**src/rtl/led_blinker_multi_if.sv**
```systemverilog
// Configuration/status bundle for led_blinker_multi.
// master: board control logic (drives writes, observes LEDs).
// slave: the blinker itself.
interface led_blinker_multi_if #(
  parameter int NUM_CH   = 4,
  parameter int PERIOD_W = 16
);
  localparam int CH_W = (NUM_CH > 1) ? $clog2(NUM_CH) : 1;

  logic                wr_en;
  logic [CH_W-1:0]     wr_ch;
  logic [1:0]          wr_mode;
  logic [PERIOD_W-1:0] wr_half;
  logic [NUM_CH-1:0]   led;
  logic [NUM_CH-1:0]   done;
  logic                tick;

  modport master (
    output wr_en, wr_ch, wr_mode, wr_half,
    input  led, done, tick
  );

  modport slave (
    input  wr_en, wr_ch, wr_mode, wr_half,
    output led, done, tick
  );
endinterface

```
**src/rtl/led_blinker_multi.sv**
```systemverilog
// Multi-channel LED pattern generator.
// One free-running prescaler produces a shared tick.
// Each channel runs one of four modes: OFF, ON, BLINK or ONESHOT.
// Each channel also has its own half-period, counted in ticks.
// Build option LED_INVERT_EN drives led active-low.
// done and tick keep their polarity.
module led_blinker_multi #(
  parameter int NUM_CH   = 4,
  parameter int PRESCALE = 499,
  parameter int PERIOD_W = 16
) (
  input  logic              clk,
  input  logic              reset,
  led_blinker_multi_if.slave bus
);

  localparam int PS_W = (PRESCALE > 0) ? $clog2(PRESCALE + 1) : 1;

  typedef enum logic [1:0] {
    MODE_OFF     = 2'b00,
    MODE_ON      = 2'b01,
    MODE_BLINK   = 2'b10,
    MODE_ONESHOT = 2'b11
  } mode_e;

  logic [PS_W-1:0] ps_cnt_q, ps_cnt_d;
  logic            tick_q, tick_d;

  mode_e [NUM_CH-1:0]               mode_q, mode_d;
  logic  [NUM_CH-1:0][PERIOD_W-1:0] half_q, half_d;
  logic  [NUM_CH-1:0][PERIOD_W-1:0] cnt_q, cnt_d;
  logic  [NUM_CH-1:0]               state_q, state_d;
  logic  [NUM_CH-1:0]               done_q, done_d;
  logic  [NUM_CH-1:0]               led_q, led_d;

  logic                wr_valid_s;
  logic [PERIOD_W-1:0] wr_half_s;
  mode_e               wr_mode_s;

  // Out-of-range channel indices are dropped.
  // A zero half-period is promoted to one tick.
  assign wr_valid_s = bus.wr_en && (int'(bus.wr_ch) < NUM_CH);
  assign wr_half_s  = (bus.wr_half == {PERIOD_W{1'b0}}) ? PERIOD_W'(1) : bus.wr_half;
  assign wr_mode_s  = mode_e'(bus.wr_mode);

  // Prescaler: count 0..PRESCALE, tick on the cycle after the terminal count.
  always_comb begin
    tick_d = (ps_cnt_q == PS_W'(PRESCALE));
    if (tick_d) begin
      ps_cnt_d = {PS_W{1'b0}};
    end else begin
      ps_cnt_d = ps_cnt_q + PS_W'(1);
    end
  end

  // Per-channel next state: a write has priority over a coincident tick.
  always_comb begin
    mode_d  = mode_q;
    half_d  = half_q;
    cnt_d   = cnt_q;
    state_d = state_q;
    done_d  = {NUM_CH{1'b0}};
    for (int ch = 0; ch < NUM_CH; ch++) begin
      if (wr_valid_s && (int'(bus.wr_ch) == ch)) begin
        mode_d[ch]  = wr_mode_s;
        half_d[ch]  = wr_half_s;
        cnt_d[ch]   = {PERIOD_W{1'b0}};
        state_d[ch] = (wr_mode_s != MODE_OFF);
      end else if (tick_q && ((mode_q[ch] == MODE_BLINK) || (mode_q[ch] == MODE_ONESHOT))) begin
        // half >= 1, so half-1 never underflows and the full range is usable
        if (cnt_q[ch] == (half_q[ch] - PERIOD_W'(1))) begin
          cnt_d[ch] = {PERIOD_W{1'b0}};
          case (mode_q[ch])
            MODE_BLINK: begin
              state_d[ch] = ~state_q[ch];
            end
            MODE_ONESHOT: begin
              state_d[ch] = 1'b0;
              mode_d[ch]  = MODE_OFF;
              done_d[ch]  = 1'b1;
            end
            default: begin
              state_d[ch] = state_q[ch];
            end
          endcase
        end else begin
          cnt_d[ch] = cnt_q[ch] + PERIOD_W'(1);
        end
      end else begin
        cnt_d[ch] = cnt_q[ch];
      end
    end
  end

  // Output polarity for the LED pins.
`ifdef LED_INVERT_EN
  assign led_d = ~state_d;
`else
  assign led_d = state_d;
`endif

  // State registers with synchronous reset.
  always_ff @(posedge clk) begin
    if (reset) begin
      ps_cnt_q <= {PS_W{1'b0}};
      tick_q   <= 1'b0;
      for (int ch = 0; ch < NUM_CH; ch++) begin
        mode_q[ch] <= MODE_OFF;
        half_q[ch] <= PERIOD_W'(1);
        cnt_q[ch]  <= {PERIOD_W{1'b0}};
      end
      state_q <= {NUM_CH{1'b0}};
      done_q  <= {NUM_CH{1'b0}};
`ifdef LED_INVERT_EN
      led_q   <= {NUM_CH{1'b1}};
`else
      led_q   <= {NUM_CH{1'b0}};
`endif
    end else begin
      ps_cnt_q <= ps_cnt_d;
      tick_q   <= tick_d;
      mode_q   <= mode_d;
      half_q   <= half_d;
      cnt_q    <= cnt_d;
      state_q  <= state_d;
      done_q   <= done_d;
      led_q    <= led_d;
    end
  end

  assign bus.led  = led_q;
  assign bus.done = done_q;
  assign bus.tick = tick_q;

endmodule
```
**src/flat_wrapper.sv**
```systemverilog
// flat-port wrapper written by rule: the top's interface ports become plain ports
module led_blinker_multi_flat 
#(
  parameter int NUM_CH   = 4,
  parameter int PRESCALE = 499,
  parameter int PERIOD_W = 16
)
  (clk, reset, bus_wr_en, bus_wr_ch, bus_wr_mode, bus_wr_half, bus_led, bus_done, bus_tick);
  led_blinker_multi_if #(.NUM_CH(NUM_CH), .PERIOD_W(PERIOD_W)) bus_i ();
  input  logic clk;
  input  logic reset;
  input wire logic [$bits(bus_i.wr_en)-1:0] bus_wr_en;
  input wire logic [$bits(bus_i.wr_ch)-1:0] bus_wr_ch;
  input wire logic [$bits(bus_i.wr_mode)-1:0] bus_wr_mode;
  input wire logic [$bits(bus_i.wr_half)-1:0] bus_wr_half;
  output wire logic [$bits(bus_i.led)-1:0] bus_led;
  output wire logic [$bits(bus_i.done)-1:0] bus_done;
  output wire logic [$bits(bus_i.tick)-1:0] bus_tick;
  assign bus_i.wr_en = bus_wr_en;
  assign bus_i.wr_ch = bus_wr_ch;
  assign bus_i.wr_mode = bus_wr_mode;
  assign bus_i.wr_half = bus_wr_half;
  assign bus_led = bus_i.led;
  assign bus_done = bus_i.done;
  assign bus_tick = bus_i.tick;
  led_blinker_multi #(.NUM_CH(NUM_CH), .PRESCALE(PRESCALE), .PERIOD_W(PERIOD_W)) u_core (.clk(clk), .reset(reset), .bus(bus_i));
endmodule
```
**config.mk**
```make
export PLATFORM = sky130hd
export DESIGN_NAME = led_blinker_multi_flat
export DESIGN_NICKNAME = d
export VERILOG_FILES = /design/src/rtl/led_blinker_multi_if.sv /design/src/rtl/led_blinker_multi.sv /design/src/flat_wrapper.sv
export SDC_FILE = /design/constraint.sdc
export NUM_CORES = 1
export LEC_CHECK = 0
export BUFFER_PORTS_ARGS = -buffer_cell sky130_fd_sc_hd__buf_2
export CAP_MARGIN = 20
export CORE_AREA = 2 2 127 129
export CTS_CLUSTER_SIZE = 28
export DETAILED_ROUTE_END_ITERATION = 10
export DIE_AREA = 0 0 129 131
export MAX_ROUTING_LAYER = met4
export PLACE_DENSITY_LB_ADDON = 0.15
export RECOVER_POWER = 25
export SLEW_MARGIN = 20
export SYNTH_ARGS = -nofsm -noshare
export SYNTH_HDL_FRONTEND = slang
export SYNTH_SLANG_ARGS = --single-unit
```
**constraint.sdc**
```tcl
create_clock -name clk -period 3.6 [get_ports clk]
set_input_delay 0.72 -clock clk [delete_from_list [all_inputs] [get_ports clk]]
set_output_delay 0.72 -clock clk [all_outputs]
set_load 0.05 [all_outputs]
```
==> results.py, run 1 <==
metrics = {
    "status": {
        "outcome": "complete, but fails checks",
        "violations": "max-capacitance violations, max-slew violations",
    },
    "yosys": {
        "synthArstFlopShare": 0,
        "synth-seq-cells": 154,
        "syn_inst": 1010,
        "avgSynthCellArea_sq_um": 7.98,
        "synth.distinct_cells": 58,
        "synth.area.top_cells": "dfxtp_1 38%, xnor2_1 9.1%, nand2_1 8.3%, xor2_1 7.7%, nor2_1 5.4%",
        "yosysSeqAreaShare": 0.382,
        "syn_nets": 1042,
        "yosys.area.top_type": "dfxtp_1",
        "syn_area_sq_um": 8060,
        "synth.yosys.warnings": 0,
        "synth_top_area_share": 0.382,
        "synth-main-ff-cell": "dfxtp_1",
        "synth_edf_count": 0,
    },
    "grt": {
        "grt_pass1_vias": 6005,
        "grt_max_degree": 64,
        "track_usage": 0.235,
        "antenna_found_initial": 0,
        "grt_overflow": 0,
        "grt_pass1_wl_um": 30500,
    },
    "clocking": {
        "clk_pin_slew_ns": 0.06,
        "cts_resized": 0,
        "htreeDepth": 4,
        "postCtsHoldBufs": 0,
        "cts_tree": "done",
        "clock-sinks": 154,
        "clock_latency_ns": 0.42,
        "cts_setup_buffers": 0,
        "cts_made_buffers": 17,
        "clock-root-buffer": "clkbuf_16",
        "cts.path.max_buffers": 2,
    },
    "critical_path": {
        "cp_common_cell": "clkbuf_1",
        "start_kind": "input port",
        "max_stage_delay_ns": 2.03,
        "worst_r2r_endpoint": "u_core.state_q[3]$_SDFFE_PP0P_",
        "crit_slowest_cell": "clkbuf_1",
        "required_ns": 3.78,
        "r2r-start": "u_core.half_q[48]$_SDFFE_PP1P_",
        "critPathCaptureType": "flop",
        "reg2reg_depth": 10,
        "worstPathMaxFanout": 63,
        "crit_chain": "clkbuf_1 > clkbuf_1 > nor3_1",
        "crit_type": "in2reg",
        "reg2reg_slack_ns": 0.45,
        "worstSetupStartpoint": "reset",
        "crit_path_end": "u_core.cnt_q[1]$_SDFFE_PP0P_",
        "worst_ep_arrival_time_ns": 3.34,
    },
    "route": {
        "vias": 6734,
        "viasPerCell": 5.36,
        "wire_per_inst_um": 15.0,
        "drcViolationCount": 0,
        "m1WireLength_um": 9380,
        "met2_wirelength_um": 8300,
        "dr.pass1.iters": 7,
        "antenna_left": 0,
        "routed.top_layer": "met4",
        "dr.first_iter.drc_count": 374,
        "routed-wl-met3_um": 515,
        "wl_um": 18800,
    },
    "die": {
        "initial_core_util": 0.517,
        "fp.dieH_um": 131,
        "die_w_um": 129,
        "die_area_sq_um": 16900,
        "rows": 46,
        "core_sq_um": 15600,
        "pin_count": 32,
    },
    "sta": {
        "timing.final.crit_period_ns": 3.16,
        "finalCritPeriodShare": 0.877,
        "hold_violations": 0,
        "slew_headroom": -0.851,
        "slew_violations": 64,
        "worst_pin_slew_ns": 2.78,
        "finalClockSkew_ns": 0.00565,
        "timing.fmax_mhz": 317,
        "tns_ns": 0,
        "setup_violations": 0,
        "grt_setup_unrepaired": "false",
    },
    "finish": {
        "instances_no_fill": 1256,
        "layout-drive-gt1-share": 0.0760,
        "num-nets-final": 1060,
        "diodes": 0,
        "area.growth.synth_to_final_pct": 11.9,
    },
    "power_and_ir_drop": {
        "leakagePower_nw": 3.28,
        "power_density_nw_per_um2": 456,
        "ir_drop_mv": 0.340,
    },
    "run": {
        "maxCapViolCount": 1,
    },
    "placement": {
        "gp_congestion": 0.893,
        "io_buffers": 31,
        "place_inst": 1225,
        "post-dp-hpwl_um": 13200,
    },
    "hold_path": {
        "hold_class": "reg2reg",
        "min_from": "u_core.ps_cnt_q[0]$_SDFF_PP0_",
    },
}
## power by group
group / internal [W] / leakage (nW) / switching, W
registers: 0.00174 / 1.25 / 0.0000432
logic: 0.000155 / 1.73 / 0.000229
clock network: 0.00124 / 0.309 / 0.000704
total: 0.00314 / 3.28 / 0.000977
## critical path: cells and delay by family
family	cells	cell delay [ns]
buf+inv	2	2.44
simple gates	1	0.17
## layout make-up
| type | instances | area [sq um] |
|---|---|---|
| clock buffer | 19 | 443 |
| clock inverter | 12 | 198 |
| tap | 216 | 270 |
| fill | 1454 | 6580 |
| timing repair buffer | 40 | 216 |
| inverter | 12 | 45.0 |
| sequential | 154 | 3080 |
| multi-input combinational | 803 | 4770 |
## sequential cells by signal, indices dropped and copies added (netlist names)
register,flops
u_core.bus.tick,1
u_core.ps_cnt_q,9
u_core.state_q,4
u_core.cnt_q,64
u_core.mode_q,8
u_core.half_q,64
u_core.bus.done,4
## cells by family after synthesis
kind of cell	Yosys count	synth area share
and+or+nand+nor	491	0.296
AOI/OAI and AO/OA	144	0.107
muxes	4	0.00512
DFF	154	0.382
xor gates and xnor gates	155	0.168
adders and majority gates	9	0.0140
buffers and inverters	53	0.0268
## cell usage in the layout, fill, tap and decap left out, types with 5 or more instances in the layout
cell,netlist,final
nand2_1,178,178
dfxtp_1,154,154
nor2_1,116,116
xnor2_1,84,84
a21oi_1,83,83
xor2_1,71,71
nand3_1,36,36
buf_2,2,29
nor3_1,21,21
and3_1,21,21
nor4_1,18,18
clkbuf_16,0,17
nand2b_1,15,15
nand4_1,14,14
or3_1,13,13
inv_1,12,12
ha_1,9,9
a31oi_1,8,8
o21ai_0,8,8
buf_4,0,8
nand3b_1,7,7
o31ai_1,6,6
or4_1,6,6
and2_1,6,6
o211ai_1,6,6
o22ai_1,5,5
nor2b_1,5,5
and4_1,5,5
bufinv_16,0,5
## synthesized netlist by cell type (5+ instances only)
cell      instances
or3_1            13
ha_1              9
nor2_1          116
nand4_1          14
clkbuf_1         33
o22ai_1           5
nand2_1         178
or4_1             6
inv_1            12
nand2b_1         15
dfxtp_1         154
nand3b_1          7
and4_1            5
o31ai_1           6
o21ai_0           8
and3_1           21
xor2_1           71
nor3_1           21
nor4_1           18
nor2b_1           5
xnor2_1          84
and2_1            6
a21oi_1          83
a31oi_1           8
o211ai_1          6
nand3_1          36
## metal layers
layer | track usage | up-vias
met2 | 0.348 | 102
met1 | 0.318 | 3108
met3 | 0.0472 | 29
met5 | - | -
li1 | - | 3495
met4 | 0.0895 | 0
## metrics by stage
step	instance area (sq um)	utilization	setup WS [ns]	hold WS (ns)	power, W
3_3_place_gp	8390	0.538	0.530	0.444	0.00220
2_1_floorplan	8060	-	0.632	0.426	0.00209
3_5_place_dp	8390	0.538	0.478	0.444	0.00220
6_report	9020	0.578	0.442	0.454	0.00411
5_1_grt	9020	0.578	0.180	0.497	0.00427
4_1_cts	9030	0.579	0.453	0.459	0.00415
## worst min-delay path by stage
stage	depth (start not counted)	slack, ns	end
after floorplan	1	0.43	u_core.ps_cnt_q[0]$_SDFF_PP0_
after global routing	1	0.50	u_core.ps_cnt_q[0]$_SDFF_PP0_
final	1	0.45	u_core.ps_cnt_q[0]$_SDFF_PP0_
after CTS	1	0.46	u_core.ps_cnt_q[0]$_SDFF_PP0_
after global placement	1	0.44	u_core.ps_cnt_q[0]$_SDFF_PP0_
after detailed placement	1	0.44	u_core.ps_cnt_q[0]$_SDFF_PP0_
No activity file was read; power rests on OpenSTA's default activity.
==> run 2, diff against run 1 <==
- ABC_AREA: unset -> 1
- CORE_AREA: 2 2 127 129 -> 2 2 133 135
- DIE_AREA: 0 0 129 131 -> 0 0 135 137
==> run 2 against run 1 <==
Effect of this change: the run now ends clean; clock power fell by 5%; global-route usage rose by 1.4 points; area after synthesis rose by 10%; clock skew barely moved; synthesized cell count rose by 30%; critical path type unchanged; cell count rose by 26%; sequential share of layout area fell by 2.8 points; hold slack improved by 0.0014 ns; critical endpoint is now u_core.cnt_q[63]$_SDFFE_PP0P_.
==> results.py, run 2 <==
metrics = {
    "status": {
        "outcome": "completed",
    },
    "route": {
        "met2_wirelength_um": 10100,
        "routed-wl-met3_um": 983,
        "routed.top_layer": "met4",
        "dr.first_iter.drc_count": 594,
        "m1WireLength_um": 10400,
        "antenna_left": 0,
        "dr.pass1.iters": 5,
        "wire_per_inst_um": 13.7,
        "vias": 8023,
        "viasPerCell": 5.07,
        "wl_um": 21700,
        "drcViolationCount": 0,
    },
    "yosys": {
        "synth_mux_area_frac": 0,
        "synth.distinct_cells": 42,
        "synth_xor_area_frac": 0.0859,
        "yosysSeqAreaShare": 0.347,
        "syn_inst": 1308,
        "syn_nets": 1340,
        "synth.area.top_cells": "dfxtp_1 35%, nand2_1 14%, inv_1 7.8%, nor2_1 6.9%, xor2_1 5.7%",
        "synth_top_area_share": 0.347,
        "synth_top_family_by_area": "simple AND/OR/NAND/NOR gates",
        "synth_edf_count": 0,
        "yosys.area_share.simple": 0.390,
        "synth-main-ff-cell": "dfxtp_1",
        "yosys-top-cells-count": "342 x nand2_1, 185 x inv_1, 164 x nor2_1",
        "synth_fa_ha_area_frac": 0.0127,
        "synthArstFlopShare": 0,
        "synth.yosys.warnings": 0,
        "synth-seq-cells": 154,
        "synth_compound_area_frac": 0.0735,
        "yosys.area.top_type": "dfxtp_1",
        "syn_area_sq_um": 8880,
        "synth_most_common_cell": "nand2_1",
        "avgSynthCellArea_sq_um": 6.79,
    },
    "placement": {
        "post-dp-hpwl_um": 16900,
        "place_area_sq_um": 9230,
        "gp_congestion": 0.873,
        "io_buffers": 31,
    },
    "finish": {
        "final_cell_mix": "342 x nand2_1, 185 x inv_1, 164 x nor2_1",
        "fin_area_sq_um": 9830,
        "layout-drive-gt1-share": 0.100,
        "fillers": 1702,
        "num-nets-final": 1376,
        "diodes": 0,
        "top_regs": "u_core.cnt_q: 64 flops, u_core.half_q: 64 flops, u_core.ps_cnt_q: 9 flops",
        "area.growth.synth_to_final_pct": 10.7,
        "final_common_cell": "nand2_1",
    },
    "grt": {
        "grt_pass1_wl_um": 35200,
        "grt_overflow": 0,
        "track_usage": 0.249,
        "grt_max_degree": 19,
        "antenna_found_initial": 0,
        "grt_pass1_vias": 7271,
    },
    "sta": {
        "worst_pin_slew_ns": 0.769,
        "slew_headroom": 0.486,
        "grt_setup_unrepaired": "false",
        "timing.fmax_mhz": 439,
        "setup_violations": 0,
        "finalClockSkew_ns": 0.00551,
        "slew_violations": 0,
        "finalCritPeriodShare": 0.633,
        "tns_ns": 0,
        "hold_violations": 0,
        "timing.final.crit_period_ns": 2.28,
    },
    "clocking": {
        "postCtsHoldBufs": 0,
        "cts_resized": 0,
        "cts_made_buffers": 17,
        "cts_setup_buffers": 0,
        "cts.path.max_buffers": 2,
        "clk_pin_slew_ns": 0.06,
        "clock-sinks": 154,
        "clock_latency_ns": 0.43,
        "htreeDepth": 4,
        "clock-root-buffer": "clkbuf_16",
        "cts_tree": "done",
    },
    "critical_path": {
        "crit_type": "in2reg",
        "worst_ep_arrival_time_ns": 2.60,
        "worstPathMaxFanout": 15,
        "start_kind": "input port",
        "required_ns": 3.92,
        "critPathCaptureType": "flop",
    },
    "die": {
        "pin_count": 32,
        "rows": 48,
        "core_sq_um": 17100,
        "die_w_um": 135,
        "die_area_sq_um": 18500,
        "initial_core_util": 0.521,
        "fp.dieH_um": 137,
    },
    "hold_path": {
        "hold_class": "reg2reg",
    },
    "power_and_ir_drop": {
        "ir_drop_mv": 0.385,
        "power_density_nw_per_um2": 416,
        "leakagePower_nw": 4.57,
    },
    "run": {
        "maxCapViolCount": 0,
    },
}
run 2: cell types whose count changed in the layout (fill, tap and decap cells not counted), moves of 15 or more:
cell / before / now
inv_1: 12 / 185
nand2_1: 178 / 342
a21oi_1: 83 / 22
xnor2_1: 84 / 24
nor2_1: 116 / 164
nand3_1: 36 / 83
o22ai_1: 5 / 44
o21ai_0: 8 / 41
nor2_2: 0 / 24
and3_1: 21 / 2
nand2_2: 0 / 18
nand2b_1: 15 / 0
run 2: area by class of cell:
type	count	area [sq um]	share of cell area
Timing Repair Buffer	31	143	0.0145
Sequential cell	154	3080	0.314
Tap cell	225	282	0.0286
Clock buffer	25	495	0.0504
Clock inverter	7	113	0.0115
Inverter	192	723	0.0736
Multi-Input combinational cell	948	4990	0.508
run 2: stage by stage:
step                      instances  hold WS, ns   util  setup WS [ns]  power [W]
final                          1582        0.455  0.576           1.32    0.00408
after global routing           1582        0.461  0.576           1.13    0.00423
after CTS                      1582        0.457  0.577           1.34    0.00410
after detailed placement       1550        0.445  0.541          0.992    0.00226
after global placement         1550        0.427  0.541           1.03    0.00226
after floorplan                1308        0.418      -           1.56    0.00215
run 2: logic make-up after synthesis:
| kind of cell | Yosys count |
|---|---|
| simple gates | 739 |
| buf+inv | 206 |
| flops | 154 |
| fa+ha+maj | 9 |
| xor+xnor | 84 |
| compound gates | 116 |
run 2: power by group:
group          total (W)  switching, W  internal (W)
clock network    0.00185      0.000689       0.00116
logic           0.000461      0.000314      0.000147
registers        0.00177     0.0000365       0.00174
run 2: critical path, cell delays in order:
cell and delay (ns):
clkbuf_1 0.12, inv_1 0.07, nor3_1 0.45, inv_1 0.20
nand2_1 0.41, inv_1 0.29, nand2_4 0.26, nor2_1 0.07
run 2: worst paths after layout:
kind	cells after the start	startpoint	endpoint	slack, ns
hold / removal	1	u_core.ps_cnt_q[0]$_SDFF_PP0_	u_core.ps_cnt_q[0]$_SDFF_PP0_	0.46
setup reg to reg	13	u_core.half_q[16]$_SDFFE_PP1P_	u_core.cnt_q[29]$_SDFFE_PP0P_	1.34
hold reg to reg	1	u_core.ps_cnt_q[0]$_SDFF_PP0_	u_core.ps_cnt_q[0]$_SDFF_PP0_	0.46
setup / recovery	8	bus_wr_ch[1]	u_core.cnt_q[63]$_SDFFE_PP0P_	1.32
run 2: layer usage:
metal	track usage	vias to the layer above
met5	-	-
met4	0.0637	0
met3	0.0430	22
met2	0.396	177
met1	0.330	3609
li1	-	4215
==> run 3, diff against run 2 <==
- clock period: 3.6 -> 2.2 ns (I/O delays scaled with it)
==> run 3 against run 2 <==
Effect of this change: clock-buffer cell count fell by 3; non-clock buffer count rose by 14; total power rose by 77%; cell count rose by 0.95%; die area did not move; clock skew rose by 0.0045 ns; hold slack got worse by 0.17 ns; via count rose by 3.1%; core utilization rose by 1.9 points; critical path type is now reg2reg; critical endpoint unchanged; largest cell class unchanged.
==> results.py, run 3 (synthesized netlist as in run 2, its figures left out) <==
metrics = {
    "status": {
        "outcome": "completed",
    },
    "power_and_ir_drop": {
        "clockPowerShare": 0.485,
        "power_frac_seq": 0.402,
        "p_int_w": 0.00542,
        "power_density_nw_per_um2": 712,
        "pwr-share-comb": 0.113,
        "switching_share": 0.249,
        "ir_drop_mv": 0.544,
        "leakagePower_nw": 4.72,
        "p_sw_w": 0.00180,
    },
    "sta": {
        "timing.fmax_mhz": 487,
        "grt_setup_unrepaired": "true",
        "setup_violations": 0,
        "finalCritPeriodShare": 0.933,
        "worst_pin_slew_ns": 0.664,
        "slew_violations": 0,
        "timing.final.crit_period_ns": 2.05,
        "tns_ns": 0,
        "slew_headroom": 0.555,
        "finalClockSkew_ns": 0.00998,
        "hold_violations": 0,
    },
    "die": {
        "rows": 48,
        "core_sq_um": 17100,
        "pin_count": 32,
        "die_area_sq_um": 18500,
        "fp.dieH_um": 137,
        "die_w_um": 135,
        "initial_core_util": 0.521,
    },
    "route": {
        "m1WireLength_um": 10300,
        "routed.top_layer": "met4",
        "dr.first_iter.drc_count": 540,
        "antenna_left": 0,
        "drcViolationCount": 0,
        "vias": 8270,
        "wl_um": 22900,
        "dr.pass1.iters": 5,
        "met2_wirelength_um": 10700,
        "wire_per_inst_um": 14.4,
        "routed-wl-met3_um": 1400,
        "viasPerCell": 5.18,
    },
    "clocking": {
        "clock_latency_ns": 0.43,
        "cts_tree": "done",
        "cts.path.max_buffers": 2,
        "clock-root-buffer": "clkbuf_16",
        "clk_pin_slew_ns": 0.07,
        "clock-sinks": 154,
        "cts_made_buffers": 17,
        "htreeDepth": 4,
    },
    "finish": {
        "fillers": 1572,
        "final_common_cell": "nand2_1",
        "layout-drive-gt1-share": 0.120,
        "diodes": 0,
        "instances_no_fill": 1597,
        "top_regs": "u_core.cnt_q: 64 flops, u_core.half_q: 64 flops, u_core.ps_cnt_q: 9 flops",
        "final_cell_mix": "342 x nand2_1, 183 x inv_1, 162 x nor2_1",
        "area.growth.synth_to_final_pct": 14.2,
        "num-nets-final": 1391,
    },
    "placement": {
        "post-dp-hpwl_um": 17100,
        "io_buffers": 31,
        "place_inst": 1563,
        "gp_congestion": 0.961,
    },
    "grt": {
        "grt_overflow": 0,
        "antenna_found_initial": 0,
        "grt_pass1_wl_um": 36700,
        "track_usage": 0.260,
        "grt_pass1_vias": 7656,
        "grt_max_degree": 19,
    },
    "hold_path": {
        "hold_class": "in2reg",
    },
    "critical_path": {
        "path_buf_inv": 0,
        "worst_ep_arrival_time_ns": 2.36,
        "worstPathMaxFanout": 7,
        "crit_family": "simple AND/OR/NAND/NOR gates",
        "required_ns": 2.51,
        "start_kind": "flop",
        "crit_type": "reg2reg",
        "crit_slowest_cell": "dfxtp_1",
        "crit_chain": "nor2_1 > nand2_1 > nor2_1 > nand2_1 > nand2_1 > nand2_1 > nor2_1 > nand3_1 > nor2_2 > nand3_4 > nand2_4 > nor2_1",
        "max_stage_delay_ns": 0.37,
        "critPathCaptureType": "flop",
    },
    "run": {
        "maxCapViolCount": 0,
    },
}
==> run 3: power groups by stage <==
stage               Combinational, W  Clock, W  Sequential, W
floorplan                   0.000556         0        0.00295
global placement            0.000748         0        0.00296
detailed placement          0.000754         0        0.00296
CTS                         0.000764   0.00354        0.00290
global route                0.000908   0.00367        0.00291
finish                      0.000815   0.00350        0.00290
==> run 3: routing by layer <==
layer / global-route usage / vias to the layer above
li1: - / 4243
met1: 0.321 / 3730
met2: 0.423 / 250
met3: 0.0533 / 47
met4: 0.0909 / 0
met5: - / -
==> run 3: metrics by stage <==
stage                     worst slack (ns)  total power, W  area, sq um  utilization  hold slack, ns
after global placement              0.0581         0.00371         9330        0.547           0.431
after detailed placement            0.0292         0.00372         9330        0.547           0.436
after CTS                           0.0556         0.00721        10000        0.588           0.261
after floorplan                      0.155         0.00351         8880            -           0.418
after global routing               -0.0121         0.00748        10100        0.595           0.256
final                                0.147         0.00722        10100        0.595           0.284
==> run 3: timing repair <==
action | CTS | global route
pin swaps | 0 | 7
gates resized for setup | 1 | 21
setup buffers | 0 | 1
setup endpoints to repair | 5 | 69
gates cloned | 0 | 1
hold buffers | 0 | 0
==> run 3: worst paths after layout <==
kind,startpoint,to,slack (ns),cells after the start
setup / recovery,u_core.half_q[55]$_SDFFE_PP0P_,u_core.cnt_q[63]$_SDFFE_PP0P_,0.15,12
hold / removal,bus_wr_mode[1],u_core.mode_q[7]$_SDFFE_PP0P_,0.28,3
setup reg to reg,u_core.half_q[55]$_SDFFE_PP0P_,u_core.cnt_q[63]$_SDFFE_PP0P_,0.15,12
hold reg to reg,u_core.ps_cnt_q[0]$_SDFF_PP0_,u_core.ps_cnt_q[0]$_SDFF_PP0_,0.45,1
==> run 3: layout make-up <==
cell class                 instances  area [sq um]  area share
clock buffer                      22           464      0.0458
clock inverter                    10           236      0.0233
inverter                         192           723      0.0713
multi-input combinational        949          5110       0.504
sequential                       154          3080       0.304
tap                              225           282      0.0278
timing repair buffer              45           245      0.0242
==> run 3: tightest hold or removal path, delay by kind of cell <==
kind / cells / cell delay [ns]
AND/OR/NAND/NOR: 2 / 0.11
buffers and inverters: 1 / 0.12
